### config.mk
export PLATFORM = sky130hd
export DESIGN_NAME = mem_arbiter_nch
export DESIGN_NICKNAME = d
export VERILOG_FILES = /design/src/rtl/mem_arbiter_nch.sv
export SDC_FILE = /design/constraint.sdc
export NUM_CORES = 1
export LEC_CHECK = 0
export ABC_AREA = 1
export BUFFER_PORTS_ARGS = -buffer_cell sky130_fd_sc_hd__buf_2
export CAP_MARGIN = 10
export CORE_MARGIN = 5
export CORE_UTILIZATION = 53
export CTS_BUF_LIST = sky130_fd_sc_hd__clkbuf_4 sky130_fd_sc_hd__clkbuf_8 sky130_fd_sc_hd__clkbuf_16
export DETAILED_ROUTE_END_ITERATION = 8
export PLACE_DENSITY = 0.92
export SKIP_CTS_REPAIR_TIMING = 1
export SYNTH_ARGS = -nofsm -noshare
export SYNTH_HDL_FRONTEND = slang
export SYNTH_SLANG_ARGS = --single-unit
### constraint.sdc
create_clock -name clk_in -period 2.7 [get_ports clk_in]
set_input_delay 0.54 -clock clk_in [delete_from_list [all_inputs] [get_ports clk_in]]
set_output_delay 0.54 -clock clk_in [all_outputs]
set_load 0.05 [all_outputs]
### src/rtl/mem_arbiter_nch.sv
// mem_arbiter_nch: serialises 1/2/4-byte requests from N_CH channels
// onto one byte-wide RAM/IO port (fixed or round-robin arbitration).
// Ports: clk_in, rst_in (async, active-low), rdy_in (freeze),
// flush_in (abort read), per-channel req_valid/wr/size/addr/wdata,
// req_grant/resp_valid pulses, resp_rdata, mem_din/dout/a/wr,
// io_buffer_full (stall IO bytes), busy (not IDLE).
module mem_arbiter_nch #(
  parameter int N_CH      = 2,
  parameter int ADDR_W    = 32,
  parameter int PRIO_MODE = 0
) (
  input  logic                   clk_in,
  input  logic                   rst_in,
  input  logic                   rdy_in,
  input  logic                   flush_in,
  input  logic [N_CH-1:0]        req_valid,
  input  logic [N_CH-1:0]        req_wr,
  input  logic [2*N_CH-1:0]      req_size,
  input  logic [ADDR_W*N_CH-1:0] req_addr,
  input  logic [32*N_CH-1:0]     req_wdata,
  output logic [N_CH-1:0]        req_grant,
  output logic [N_CH-1:0]        resp_valid,
  output logic [31:0]            resp_rdata,
  input  logic [7:0]             mem_din,
  output logic [7:0]             mem_dout,
  output logic [31:0]            mem_a,
  output logic                   mem_wr,
  input  logic                   io_buffer_full,
  output logic                   busy
);

  localparam int CW = (N_CH > 1) ? $clog2(N_CH) : 1;

  typedef enum logic [2:0] {
    IDLE,
    RD_ISSUE,
    RD_TAIL,
    WR_ISSUE,
    DONE
  } state_t;

  state_t            state_q, state_d;
  logic [1:0]        k_q, k_d;
  logic [CW-1:0]     ptr_q, ptr_d;
  logic [CW-1:0]     ch_q, ch_d;
  logic [ADDR_W-1:0] addr_q, addr_d;
  logic [1:0]        size_q, size_d;
  logic [31:0]       wdata_q, wdata_d;
  logic              wr_q, wr_d;
  logic [31:0]       rdata_q, rdata_d;
  logic              iss_q, iss_d;
  logic [1:0]        iss_k_q, iss_k_d;
  logic              cap_q;
  logic [1:0]        cap_k_q;
  logic [31:0]       mem_a_q, mem_a_d;
  logic [7:0]        mem_dout_q, mem_dout_d;
  logic              mem_wr_q, mem_wr_d;
  logic [N_CH-1:0]   grant_q, grant_d;
  logic [N_CH-1:0]   resp_q, resp_d;
  logic [31:0]       resp_rdata_q, resp_rdata_d;

  logic              any_req;
  logic [CW-1:0]     win;
  logic [1:0]        last_k;
  logic [ADDR_W-1:0] cur_addr;
  logic [31:0]       cur_a32;
  logic              stall;

  assign req_grant  = grant_q;
  assign resp_valid = resp_q;
  assign resp_rdata = resp_rdata_q;
  assign mem_a      = mem_a_q;
  assign mem_dout   = mem_dout_q;
  assign mem_wr     = mem_wr_q;
  assign busy       = (state_q != IDLE);

  assign any_req  = |req_valid;
  assign cur_addr = addr_q + ADDR_W'(k_q);
  assign cur_a32  = 32'(cur_addr);
  // Only the IO window is subject to the UART back-pressure.
  assign stall    = (cur_a32[17:16] == 2'b11) && io_buffer_full;

  // Winner search; RR starts one past the last winner.
  always_comb begin
    int idx;
    logic found;
    idx   = 0;
    found = 1'b0;
    win   = '0;
    for (int i = 0; i < N_CH; i++) begin
      if (PRIO_MODE == 0) idx = i;
      else idx = (int'(ptr_q) + 1 + i) % N_CH;
      if (!found && req_valid[idx[CW-1:0]]) begin
        found = 1'b1;
        win   = idx[CW-1:0];
      end
    end
  end

  always_comb begin
    case (size_q)
      2'b00:   last_k = 2'd0;
      2'b01:   last_k = 2'd1;
      default: last_k = 2'd3;
    endcase
  end

  always_comb begin
    state_d      = state_q;
    k_d          = k_q;
    ptr_d        = ptr_q;
    ch_d         = ch_q;
    addr_d       = addr_q;
    size_d       = size_q;
    wdata_d      = wdata_q;
    wr_d         = wr_q;
    rdata_d      = rdata_q;
    iss_d        = 1'b0;
    iss_k_d      = k_q;
    mem_a_d      = '0;
    mem_dout_d   = '0;
    mem_wr_d     = 1'b0;
    grant_d      = '0;
    resp_d       = '0;
    resp_rdata_d = resp_rdata_q;

    // Capture runs even while frozen so an issued byte is never lost.
    if (cap_q) rdata_d[{cap_k_q, 3'b000} +: 8] = mem_din;

    if (rdy_in) begin
      unique case (state_q)
        IDLE: begin
          if (!flush_in && any_req) begin
            grant_d[win] = 1'b1;
            ptr_d   = win;
            ch_d    = win;
            addr_d  = req_addr[int'(win)*ADDR_W +: ADDR_W];
            size_d  = req_size[2*int'(win) +: 2];
            wdata_d = req_wdata[32*int'(win) +: 32];
            wr_d    = req_wr[win];
            k_d     = 2'd0;
            rdata_d = '0;
            state_d = req_wr[win] ? WR_ISSUE : RD_ISSUE;
          end
        end
        RD_ISSUE: begin
          if (flush_in) begin
            state_d = IDLE;
          end else if (!stall) begin
            mem_a_d = cur_a32;
            iss_d   = 1'b1;
            if (k_q == last_k) begin
              k_d     = 2'd0;
              state_d = RD_TAIL;
            end else begin
              k_d = k_q + 2'd1;
            end
          end
        end
        RD_TAIL: begin
          state_d = flush_in ? IDLE : DONE;
        end
        WR_ISSUE: begin
          if (!stall) begin
            mem_a_d    = cur_a32;
            mem_wr_d   = 1'b1;
            mem_dout_d = wdata_q[{k_q, 3'b000} +: 8];
            if (k_q == last_k) begin
              k_d     = 2'd0;
              state_d = DONE;
            end else begin
              k_d = k_q + 2'd1;
            end
          end
        end
        DONE: begin
          state_d = IDLE;
          if (wr_q || !flush_in) begin
            resp_d[ch_q] = 1'b1;
            resp_rdata_d = wr_q ? 32'h0 : rdata_d;
          end
        end
        default: state_d = IDLE;
      endcase
    end
  end

  always_ff @(posedge clk_in or negedge rst_in) begin
    if (!rst_in) begin
      state_q      <= IDLE;
      k_q          <= '0;
      ptr_q        <= CW'(N_CH - 1);
      ch_q         <= '0;
      addr_q       <= '0;
      size_q       <= '0;
      wdata_q      <= '0;
      wr_q         <= 1'b0;
      rdata_q      <= '0;
      iss_q        <= 1'b0;
      iss_k_q      <= '0;
      cap_q        <= 1'b0;
      cap_k_q      <= '0;
      mem_a_q      <= '0;
      mem_dout_q   <= '0;
      mem_wr_q     <= 1'b0;
      grant_q      <= '0;
      resp_q       <= '0;
      resp_rdata_q <= '0;
    end else begin
      state_q      <= state_d;
      k_q          <= k_d;
      ptr_q        <= ptr_d;
      ch_q         <= ch_d;
      addr_q       <= addr_d;
      size_q       <= size_d;
      wdata_q      <= wdata_d;
      wr_q         <= wr_d;
      rdata_q      <= rdata_d;
      iss_q        <= iss_d;
      iss_k_q      <= iss_k_d;
      cap_q        <= iss_q;
      cap_k_q      <= iss_k_q;
      mem_a_q      <= mem_a_d;
      mem_dout_q   <= mem_dout_d;
      mem_wr_q     <= mem_wr_d;
      grant_q      <= grant_d;
      resp_q       <= resp_d;
      resp_rdata_q <= resp_rdata_d;
    end
  end

endmodule

# Word-level counts from Yosys, hierarchy flattened
# Cells that the tools add are included.
# classes
addsub	3
order_cmp	4
eq_ne	13
shifts	6
n_mux	48
n_reduce_logical	17
# op_table
operator	n
32-bit 2-to-1 mux	8
64-bit by 7-bit indexed part select with 32-bit output	2
32-bit one-hot mux with 2 select lines	1
32-bit by 2-bit adder with 32-bit output	1
32-bit bitwise mux	1
8-bit by 7-bit variable shift with 32-bit output, first input constant	1
32-bit by 6-bit indexed part select with 8-bit output	1
8-bit by 7-bit indexed part select with 32-bit output	1
8-bit 2-to-1 mux	3
2-bit 2-to-1 mux	11
3-bit 2-to-1 mux	7
1-bit 2-to-1 mux	12
3-bit one-hot mux with 4 select lines	1
2-bit inequality test, second input constant	4
5-bit negation with 7-bit output	1
3-bit by 2-bit == test with 1-bit output, second input constant	2
3-bit inequality test, second input constant	2
2-bit one-hot mux with 3 select lines	1
3-bit AND reduction	2
6-bit AND reduction	1
3-bit nonzero test	2
1-bit logical AND	5
1-bit by 2-bit less-than comparator with 1-bit output, second input constant	2
2-bit one-hot mux with 2 select lines	1
other kinds (15)	18
# totals
ff_bits	188
in_bits	149
out_inout_bits	78
wordCells	109

# Longest topological paths before layout
# Gate-level depths: netlist (run 1).
# depth
ltp_word	11
ltp_mapped	15
depth_no_buf	15

# Worst setup path after synthesis (run 1)
# Ideal clock, no wire load.
# synth_timing
path_type	register to register
start	register cap_k_q[0]
end	register resp_rdata_q[16], in the netlist resp_rdata[16]
setup_ns	0.083
arrival_time_ns	2.146
t_required_ns	2.617
path_slack_ns	0.471
path_stages_with_launch	9
n_path_buf	2
synth_period_minus_slack_ns	2.229
path_cell_list	dfrtp_1 -> clkbuf_1 -> clkbuf_1 -> inv_1 -> ha_1 -> inv_1 -> nor3_1 -> a22oi_1 -> o21ai_0
# synth_via
elab_chain_len	5
word_cells_on_any_way	6
cone_classes	add/sub (1); shift (2); mux (3)
# synth_rtl
element	line_no	text
start: declaration	54	logic [1:0] cap_k_q;
start signal: assignment	222	cap_k_q <= iss_k_q;
5-bit negation with 7-bit output (*)	128	if (cap_q) rdata_d[{cap_k_q, 3'b000} +: 8] = mem_din;
8-bit by 7-bit indexed part select with 32-bit output or 8-bit by 7-bit variable shift with 32-bit output (tied branches)	128	
32-bit bitwise mux (*)	128	
32-bit 2-to-1 mux (*)	128	
32-bit 2-to-1 mux (*)	180	resp_rdata_d = wr_q ? 32'h0 : rdata_d;
end signal: assignment	228	resp_rdata_q <= resp_rdata_d;
end: declaration	60	logic [31:0] resp_rdata_q, resp_rdata_d;
# Every way passes the cells marked *; elsewhere a longest branch is shown, timed or not.
# A chain may end at the register's enable or synchronous reset.

# Worst setup path after layout (run 1)
# layout_timing
start	register addr_q[0]
end	register mem_a_q[30], in the netlist mem_a[30]
# layout_via
elab_chain_len	7
# layout_rtl
element	line_no	text
start: declaration	46	logic [ADDR_W-1:0] addr_q, addr_d;
start signal: assignment	214	addr_q <= addr_d;
32-bit by 2-bit adder with 32-bit output (*)	78	assign cur_addr = addr_q + ADDR_W'(k_q);
2-bit == test	81	assign stall = (cur_a32[17:16] == 2'b11) && io_buffer_full;
1-bit logical AND	81	
32-bit 2-to-1 mux (*)	149, 164	
32-bit 2-to-1 mux	147	if (flush_in) begin
32-bit one-hot mux with 2 select lines (*)	131	unique case (state_q)
32-bit 2-to-1 mux (*)	130	if (rdy_in) begin
via mem_a_d[30]	55	logic [31:0] mem_a_q, mem_a_d;
end signal: assignment	223	mem_a_q <= mem_a_d;
end: declaration	55	
# Mark *: on every way through the listed nets, which the timed path passes. The rest lies on a longest branch.

==> results of run 1 <==
==> state kept, by name, indices dropped and copies added (netlist names), 3 cells and up <==
name	cells
state_q	3
rdata_q	32
wdata_q	32
addr_q	32
mem_dout	8
mem_a	32
resp_rdata	32
==> synthesized netlist by cell type (2+ instances only) <==
library cell and n:
a31oi_1 68, nor4_1 6, nand4_1 9, xor2_1 11, a211oi_1 2, nor3b_2 2, nand3_2 2, a21oi_1 4
nor3_1 11, a22oi_1 16, nand3b_1 2, nor3b_1 3, xnor2_1 5, nand2_2 2, nor3_2 6, a221oi_1 7
o21ai_0 48, o22ai_1 3, nand2_1 193, buf_2 18, o21bai_1 2, inv_1 59, clkinv_1 2, o21ai_1 3
clkbuf_1 38, nand3_1 92, dfrtp_1 188, ha_1 7, nor2_1 179, or3_1 2, nor2_2 4
==> layout make-up <==
type / count / area (sq um) / area share
antenna: 1 / 2.502 / 0.0002359
tap: 216 / 270.3 / 0.02548
inverter: 62 / 232.7 / 0.02194
clock inverter: 14 / 173.9 / 0.01640
clock buffer: 18 / 439.2 / 0.04141
timing repair buffer: 240 / 1295 / 0.1221
multi-input combinational: 699 / 3488 / 0.3289
sequential: 188 / 4705 / 0.4436
==> cell families after synthesis <==
family	count (synthesis)	synth area share
flip-flops	188	0.5434
AO/OA/AOI/OAI	154	0.1085
adder cells (fa/ha/maj)	8	0.01243
buffers and inverters	119	0.05506
XOR/XNOR	16	0.01618
multiplexers	1	0.001156
AND/OR/NAND/NOR	520	0.2633
==> routing by layer <==
layer / track usage / vias up / routed length (um)
met5: 0 / - / 0
met2: 0.4322 / 375 / 11740
met3: 0.05369 / 50 / 1910
met1: 0.3167 / 3760 / 9143
met4: 0.08891 / 0 / 668
li1: - / 3766 / -
==> worst max path at each step <==
stage | start | cells past startpoint | endpoint
after detailed placement | addr_q[0] | 11 | mem_a[30]
after global placement | addr_q[0] | 11 | mem_a[30]
final | addr_q[0] | 11 | mem_a[30]
after floorplan | cap_k_q[0] | 8 | resp_rdata[16]
after CTS | addr_q[0] | 11 | mem_a[30]
after global routing | addr_q[0] | 11 | mem_a[30]
==> power breakdown <==
part / internal, W / leakage, nW / switching (W)
Sequential: 0.00368 / 2.41 / 0.000721
Combinational: 0.00119 / 2.69 / 0.00266
Clock: 0.00135 / 0.300 / 0.00118
Total: 0.00623 / 5.40 / 0.00456
==> per-stage QoR <==
stage | util | worst slack (ps)
floorplan | - | 470.7
global placement | 0.6267 | 367.9
detailed placement | 0.6267 | 230.0
CTS | 0.6651 | 238.5
global route | 0.6651 | 3.789
finish | 0.6653 | 238.6
==> reports/summary.log, run 1 <==
qor: cts.ctsHtreeMaxLevel 4
qor: outcome.run_status finished clean
qor: route.drc 0
qor: cts.clk_latency 430 ps
qor: logic_synthesis.ys_async_sr_fraction 1.000
qor: final_layout.layoutNonFillerInstCount 1,438
qor: route.drtPass1Iterations 5
qor: cts.cts-root-buf clkbuf_16
qor: place.postPlaceCellArea 9991 sq um
qor: final_layout.flow.area_growth_from_synthesis 22.50%
qor: setup_path.timing.critical_path.arrival 2790 ps
qor: power_and_ir_drop.report.power.total 0.01078 W
qor: global_routing.via_count_of_the_first_global_routing_pass 7,674
qor: logic_synthesis.synth_area 8658 sq um
qor: floorplan.num_io_pins 227
qor: global_routing.grt_max_degree 115
qor: timing.timing.final.crit_share 0.9116
qor: timing.finalWorstPathRequiredPeriod 2461 ps
qor: floorplan.coreArea 15,940 sq um
qor: setup_path.setup.reg_to_reg.worst_slack 240 ps
qor: global_routing.grt_pass1_wl 37,240 um
qor: place.place.detailed.hpwl 17,400 um
qor: logic_synthesis.synth_fp_nets 1,163
qor: timing.slew_viol_final 0
qor: global_routing.global_route.usage.total 0.2521
qor: setup_path.crit_path_cell_trace ha_1, fa_1, nand2_1, nor2_2, nand2_2, o21bai_1, nand3_1, inv_1, nand2_4, nand3_4, nor3b_1
qor: logic_synthesis.synth_area_leaders dfrtp_1 54%, nand2_1 8.4%, nor2_1 7.8%, nand3_1 5.3%, a31oi_1 4.9%
qor: setup_path.worst_setup_path_end_kind register
qor: logic_synthesis.synthesis.area_per_instance 8.607 sq um
qor: timing.setup_viol_count_final 0
qor: logic_synthesis.synthDominantCellAreaShare 0.5434
qor: final_layout.finalInstanceArea 10,610 sq um
qor: final_layout.mostFrequentLayoutCell buf_2
qor: final_layout.fraction_of_final_layout_cells_sized_beyond_drive_strength_1 0.2432
qor: cts.total_cts_buffers 17
qor: logic_synthesis.count_of_state_elements_after_synthesis 188
qor: logic_synthesis.synthCells 1,006
qor: route.detail_route.vias_per_cell 5.529
qor: floorplan.num_rows 46
qor: route.drt-total-wl 23,460 um
qor: cts.clk_path_buf_depth 2
qor: timing.slew-limit-headroom 0.3668
qor: cts.cts.reportedPaths.clkPinSlew 80 ps
qor: setup_path.critical_path_buffer_and_inverter_count 1
qor: cts.tritoncts built
qor: place.port_buffers 226
qor: route.avgRoutedWirePerCell 16.32 um
qor: final_layout.filler_cell_count 1,273
qor: place.gp_congestion 0.9418
qor: setup_path.critical_path.top_delay_family simple AND/OR/NAND/NOR gates
qor: setup_path.critPathKind register to register
qor: power_and_ir_drop.power.leakage 5.403 nW
qor: setup_path.reg2reg_to mem_a[30]
qor: global_routing.grt_remaining_overflow 0
qor: setup_path.r2r.worst_path.cells 11
qor: floorplan.floorplan.die.width 137.8 um
qor: timing.max_freq 406.3 MHz
qor: setup_path.r2r-start addr_q[0]
qor: setup_path.worst_ep_required_time 3030 ps
qor: timing.fin_skew 12.02 ps
qor: cts.clock_sinks 188
qor: timing.hold_ws 92.82 ps
qor: run.maxCapViolCount 0
qor: route.first_iter_violations 607
qor: global_routing.antenna_found_initial 0
qor: power_and_ir_drop.power.ir.vdd_worst 0.5045 mV
qor: logic_synthesis.number_of_enable_flip_flop_cells_after_synthesis 0
qor: logic_synthesis.yosysUniqueCellTypes 43
qor: power_and_ir_drop.power_per_cell_area 1017 nW/um^2
qor: route.dr_vias 7,951
qor: setup_path.critPathMaxFanout 31
qor: final_layout.final_nets 1,365
qor: setup_path.critical_path.max_stage_delay 390 ps
qor: floorplan.initial_utilization 0.5431
qor: timing.timing_hold_violations_final 0
qor: timing.timing_worst_slew_pin_value 925.8 ps
qor: setup_path.critical-path-slowest-cell fa_1
qor: logic_synthesis.synth_top_area_cell dfrtp_1
qor: timing.setup_tns 0 ps
qor: setup_path.worstSetupStartpointType register
qor: timing.setup_repair_after_global_routing_missed_its_margin no
qor: min_path.type_of_the_worst_min_delay_path input port to async pin
qor: logic_synthesis.synth-seq-area-share 0.5434
qor: floorplan.vertical_extent_of_the_die 137.8 um
qor: place.place.detailed.instances 1,405
qor: logic_synthesis.synth_ff_type dfrtp_1
qor: logic_synthesis.synth.yosys.warnings 0
qor: final_layout.final_cell_mix 225 x buf_2, 192 x nand2_1, 188 x dfrtp_1
qor: route.antenna_left 0
qor: floorplan.die-area 18,990 sq um
Note: power is estimated with default switching activity, not from simulation.
==> run 2, diff against run 1 <==
--- a/config.mk
+++ b/config.mk
@@ -11,6 +11,6 @@
 export CORE_MARGIN = 5
-export CORE_UTILIZATION = 53
+export CORE_UTILIZATION = 42
 export CTS_BUF_LIST = sky130_fd_sc_hd__clkbuf_4 sky130_fd_sc_hd__clkbuf_8 sky130_fd_sc_hd__clkbuf_16
 export DETAILED_ROUTE_END_ITERATION = 8
-export PLACE_DENSITY = 0.92
+export PLACE_DENSITY = 0.78
 export SKIP_CTS_REPAIR_TIMING = 1
--- a/constraint.sdc
+++ b/constraint.sdc
@@ -3,2 +3,2 @@
 set_output_delay 0.54 -clock clk_in [all_outputs]
-set_load 0.05 [all_outputs]
+set_load 0.02 [all_outputs]
==> reports/summary.log, run 2 (synthesized netlist as in run 1, its figures left out) <==
qor: place.port_buffers 226
qor: final_layout.finish.utilization 0.5267
qor: setup_path.critPathMaxFanout 31
qor: timing.max_freq 415.1 MHz
qor: timing.slew_viol_final 0
qor: setup_path.r2r-start addr_q[0]
qor: global_routing.grt_remaining_overflow 0
qor: setup_path.reg2reg_to mem_a[30]
qor: floorplan.coreArea 20,300 sq um
qor: final_layout.fraction_of_final_layout_cells_sized_beyond_drive_strength_1 0.2451
qor: cts.cts-root-buf clkbuf_16
qor: cts.total_cts_buffers 17
qor: timing.final_critical_path_setup_slack 291.1 ps
qor: cts.clk_path_buf_depth 2
qor: run.maxCapViolCount 0
qor: final_layout.final_nets 1,368
qor: route.detail_route.vias_per_cell 5.217
qor: cts.clock_sinks 188
qor: setup_path.r2r.worst_path.cells 11
qor: final_layout.mostFrequentLayoutCell buf_2
qor: route.drtPass1Iterations 5
qor: power_and_ir_drop.report.power.total 0.01024 W
qor: global_routing.antenna_found_initial 0
qor: final_layout.final_cell_mix 225 x buf_2, 192 x nand2_1, 188 x dfrtp_1
qor: final_layout.flow.area_growth_from_synthesis 23.48%
qor: setup_path.crit_path_cell_trace ha_1, fa_1, nand2_1, nor2_2, nand2_2, o21bai_1, nand3_1, inv_1, nand2_4, nand3_4, nor3b_1
qor: final_layout.filler_cell_count 1,894
qor: setup_path.timing.critical_path.arrival 2750 ps
qor: floorplan.die-area 23,590 sq um
qor: floorplan.num_io_pins 227
qor: power_and_ir_drop.power.ir.vdd_worst 0.3953 mV
qor: route.avgRoutedWirePerCell 15.92 um
qor: global_routing.grt_max_degree 100
qor: timing.finalWorstPathRequiredPeriod 2409 ps
qor: setup_path.critical-path-slowest-cell dfrtp_1
qor: setup_path.worstSetupStartpointType register
qor: timing.setup_repair_after_global_routing_missed_its_margin no
qor: final_layout.finalInstanceArea 10,690 sq um
qor: place.place.detailed.hpwl 17,550 um
qor: place.preCtsSetupSlack 264.2 ps
qor: floorplan.initial_utilization 0.4265
qor: outcome.run_status finished clean
qor: final_layout.multiInputGateArea 3488 sq um
qor: route.drc 0
qor: global_routing.global_route.usage.total 0.2016
qor: route.dr_vias 7,794
qor: setup_path.critical_path.max_stage_delay 390 ps
qor: cts.clk_latency 430 ps
qor: global_routing.grt_pass1_wl 38,610 um
qor: power_and_ir_drop.power.leakage 5.424 nW
qor: route.first_iter_violations 455
qor: timing.timing.final.crit_share 0.8922
qor: setup_path.worst_setup_path_end_kind register
qor: floorplan.floorplan.die.width 153.6 um
qor: timing.slew-limit-headroom 0.3804
qor: cts.ctsHtreeMaxLevel 4
qor: setup_path.critical_path.top_delay_family simple AND/OR/NAND/NOR gates
qor: final_layout.sequential_cell_area 4705 sq um
qor: setup_path.critical_path_buffer_and_inverter_count 1
qor: setup_path.critPathKind register to register
qor: timing.timing_worst_slew_pin_value 929.4 ps
qor: place.gp_congestion 0.9083
qor: min_path.type_of_the_worst_min_delay_path input port to async pin
qor: setup_path.setup.reg_to_reg.worst_slack 290 ps
qor: cts.tritoncts built
qor: floorplan.num_rows 52
qor: route.antenna_left 0
qor: route.drt-total-wl 23,790 um
qor: timing.setup_tns 0 ps
qor: timing.setup_viol_count_final 0
qor: floorplan.vertical_extent_of_the_die 153.6 um
qor: timing.timing_hold_violations_final 0
qor: cts.cts.reportedPaths.clkPinSlew 70 ps
qor: timing.fin_skew 10.07 ps
qor: final_layout.insertedDiodeCount 0
qor: global_routing.via_count_of_the_first_global_routing_pass 7,546
qor: power_and_ir_drop.power_per_cell_area 958.0 nW/um^2
qor: setup_path.worst_ep_required_time 3040 ps
qor: place.postPlaceCellArea 10,080 sq um
run 2: cell types whose count changed in the layout (fill, tap and decap cells not counted):
cell | previous run | this run
clkinv_2 | 0 | 1
inv_6 | 3 | 5
diode_2 | 1 | 0
clkinv_8 | 3 | 0
clkinv_4 | 4 | 2
buf_4 | 10 | 13
bufinv_16 | 1 | 2
inv_8 | 3 | 4
run 2: cell type report:
| type | instances | area share |
|---|---|---|
| Sequential cell | 188 | 0.4400 |
| Multi-Input combinational cell | 699 | 0.3263 |
| Timing Repair Buffer | 243 | 0.1232 |
| Clock buffer | 18 | 0.04108 |
| Tap cell | 270 | 0.03160 |
| Inverter | 62 | 0.02177 |
| Clock inverter | 14 | 0.01603 |
run 2: per-stage QoR:
stage,instances,hold slack [ps]
final,1494,121.8
after global routing,1494,178.5
after CTS,1494,160.8
after detailed placement,1462,337.9
after global placement,1462,333.6
after floorplan,1006,244.4
run 2: per-layer routing:
layer / global-route usage / vias up / routed length (um)
li1: - / 3769 / -
met1: 0.2624 / 3684 / 10080
met2: 0.3296 / 306 / 11400
met3: 0.04890 / 35 / 1641
met4: 0.07317 / 0 / 660
met5: 0 / - / 0
run 2: worst max-delay path by stage:
stage	startpoint	to	slack [ps]	depth (start not counted)
after floorplan	cap_k_q[0]	resp_rdata[16]	470	8
after global placement	addr_q[0]	mem_a[30]	340	11
after detailed placement	addr_q[0]	mem_a[30]	260	11
after CTS	addr_q[0]	mem_a[30]	270	11
after global routing	addr_q[0]	mem_a[30]	80	11
final	addr_q[0]	mem_a[30]	290	11
run 2: power by group:
group | switching, W | leakage, nW | internal (W) | total, W
logic | 0.00205 | 2.71 | 0.00120 | 0.00324
clock network | 0.00117 | 0.304 | 0.00143 | 0.00261
registers | 0.000707 | 2.41 | 0.00368 | 0.00439
total | 0.00393 | 5.42 | 0.00632 | 0.0102
==> run 3, diff against run 2 <==
==> constraint.sdc (replaced) <==
create_clock -name clk_in -period 2.7 [get_ports clk_in]
set_input_delay 0.135 -clock clk_in [delete_from_list [all_inputs] [get_ports clk_in]]
set_output_delay 0.135 -clock clk_in [all_outputs]
set_load 0.02 [all_outputs]
==> reports/summary.log, run 3 (synthesized netlist as in run 1, its figures left out) <==
qor: final_layout.final_cell_mix 225 x buf_2, 192 x nand2_1, 188 x dfrtp_1
qor: timing.fin_skew 10.61 ps
qor: place.place.detailed.hpwl 17,470 um
qor: global_routing.grt_remaining_overflow 0
qor: global_routing.global_route.usage.total 0.1986
qor: timing.setup_viol_count_final 0
qor: global_routing.grt.busiest_layer met2
qor: floorplan.num_rows 52
qor: timing.slew_viol_final 0
qor: route.drc 0
qor: power_and_ir_drop.power.leakage 5.733 nW
qor: route.antenna_left 0
qor: route.dr_vias 8,191
qor: setup_path.timing.critical_path.arrival 2880 ps
qor: cts.ctsHtreeMaxLevel 4
qor: cts.total_cts_buffers 17
qor: setup_path.critPathKind register to register
qor: run.maxCapViolCount 0
qor: cts.tritoncts built
qor: outcome.violations_in_the_final_reports negative hold slack
qor: cts.clk_path_buf_depth 2
qor: setup_path.critPathMaxFanout 86
qor: min_path.worst_hold_startpoint req_addr[16]
qor: cts.clk_latency 430 ps
qor: global_routing.grt_max_degree 91
qor: floorplan.coreArea 20,300 sq um
qor: cts.cts-root-buf clkbuf_16
qor: floorplan.die-area 23,590 sq um
qor: timing.finalWorstPathRequiredPeriod 2508 ps
qor: final_layout.mostFrequentLayoutCell buf_2
qor: cts.cts.reportedPaths.clkPinSlew 70 ps
qor: setup_path.crit_path_start state_q[1]
qor: route.drtPass1Iterations 5
qor: route.avgRoutedWirePerCell 16.14 um
qor: global_routing.antenna_found_initial 1
qor: timing.timing_worst_slew_pin_value 771.4 ps
qor: floorplan.floorplan.die.width 153.6 um
qor: global_routing.grt_pass1_wl 38,030 um
qor: setup_path.r2r-start state_q[1]
qor: final_layout.fraction_of_final_layout_cells_sized_beyond_drive_strength_1 0.2267
qor: timing.timing_hold_violations_final 12
qor: setup_path.worstSetupStartpointType register
qor: route.first_iter_violations 535
qor: final_layout.flow.area_growth_from_synthesis 32.99%
qor: global_routing.use_met2 0.3269
qor: power_and_ir_drop.power_per_cell_area 916.5 nW/um^2
qor: timing.slew-limit-headroom 0.4725
qor: timing.hold_ws -16.77 ps
qor: setup_path.worst_setup_path_end_kind register
qor: cts.clock_sinks 188
qor: floorplan.num_io_pins 227
qor: final_layout.final_nets 1,455
qor: route.detail_route.vias_per_cell 5.184
qor: timing.timing.final.crit_share 0.9290
qor: final_layout.finish.utilization 0.5672
qor: global_routing.via_count_of_the_first_global_routing_pass 7,596
qor: place.gp_congestion 0.8934
qor: power_and_ir_drop.report.power.total 0.01055 W
qor: global_routing.use_met3 0.04356
qor: place.port_buffers 226
qor: outcome.run_status finished with violations
qor: global_routing.global_route.usage.met1 0.2545
qor: floorplan.vertical_extent_of_the_die 153.6 um
qor: final_layout.insertedDiodeCount 0
qor: setup_path.worst_ep_required_time 3070 ps
qor: timing.max_freq 398.7 MHz
qor: floorplan.initial_utilization 0.4265
qor: power_and_ir_drop.power.ir.vdd_worst 0.4224 mV
qor: route.drt-total-wl 25,500 um
qor: min_path.type_of_the_worst_min_delay_path input port to register
[run 3: worst paths after layout]
kind                                  end  slack [ps]  cells after the start
hold reg to reg                cap_k_q[0]         350                      0
setup / recovery              wdata_q[23]         190                      7
max in group asynchronous  resp_rdata[25]        1550                      3
min in group asynchronous      addr_q[12]         300                      2
hold / removal                 addr_q[16]         -20                      3
setup reg to reg              wdata_q[23]         190                      7
[run 3: final cells by class]
cell class                      instances  area (sq um)
Inverter                               62         232.7
Clock buffer                           21         461.7
Timing Repair Buffer                  330          2181
Fill cell                            1778          8785
Multi-Input combinational cell        699          3488
Clock inverter                         10         108.9
Tap cell                              270         337.8
Sequential cell                       188          4705
[run 3: report_power, final]
part | switching, W | internal, W | total, W
Sequential | 0.000712 | 0.00369 | 0.00440
Clock | 0.00109 | 0.00134 | 0.00243
Combinational | 0.00214 | 0.00158 | 0.00372
Total | 0.00395 | 0.00661 | 0.0106
[run 3: metrics by stage]
step	instances	setup WS (ps)	setup TNS [ps]	hold slack [ps]	area (sq um)
3_3_place_gp	1460	350.9	0	236.9	10050
2_1_floorplan	1006	470.7	0	-160.6	8658
5_1_grt	1580	-54.59	-105.1	-2.497	11510
3_5_place_dp	1460	281.6	0	236.8	10050
4_1_cts	1491	255.8	0	-226.4	10620
6_report	1580	191.8	0	-16.77	11510
[run 3: critical path, cell delays in order, from the launching register on]
cell and delay (ps):
dfrtp_1 430, nor2_1 160, nand2_1 170, nor4_4 460, buf_12 380, nor2_1 90, a31oi_1 170, dlygate4sd3_1 570
[run 3: routing by layer]
metal / part of all wire / vias up / routed length [um]
met4: 0.032 / 2 / 820
met2: 0.50 / 351 / 12700
met3: 0.072 / 58 / 1839
met1: 0.40 / 3832 / 10130
li1: - / 3948 / -
met5: 0.00027 / - / 7
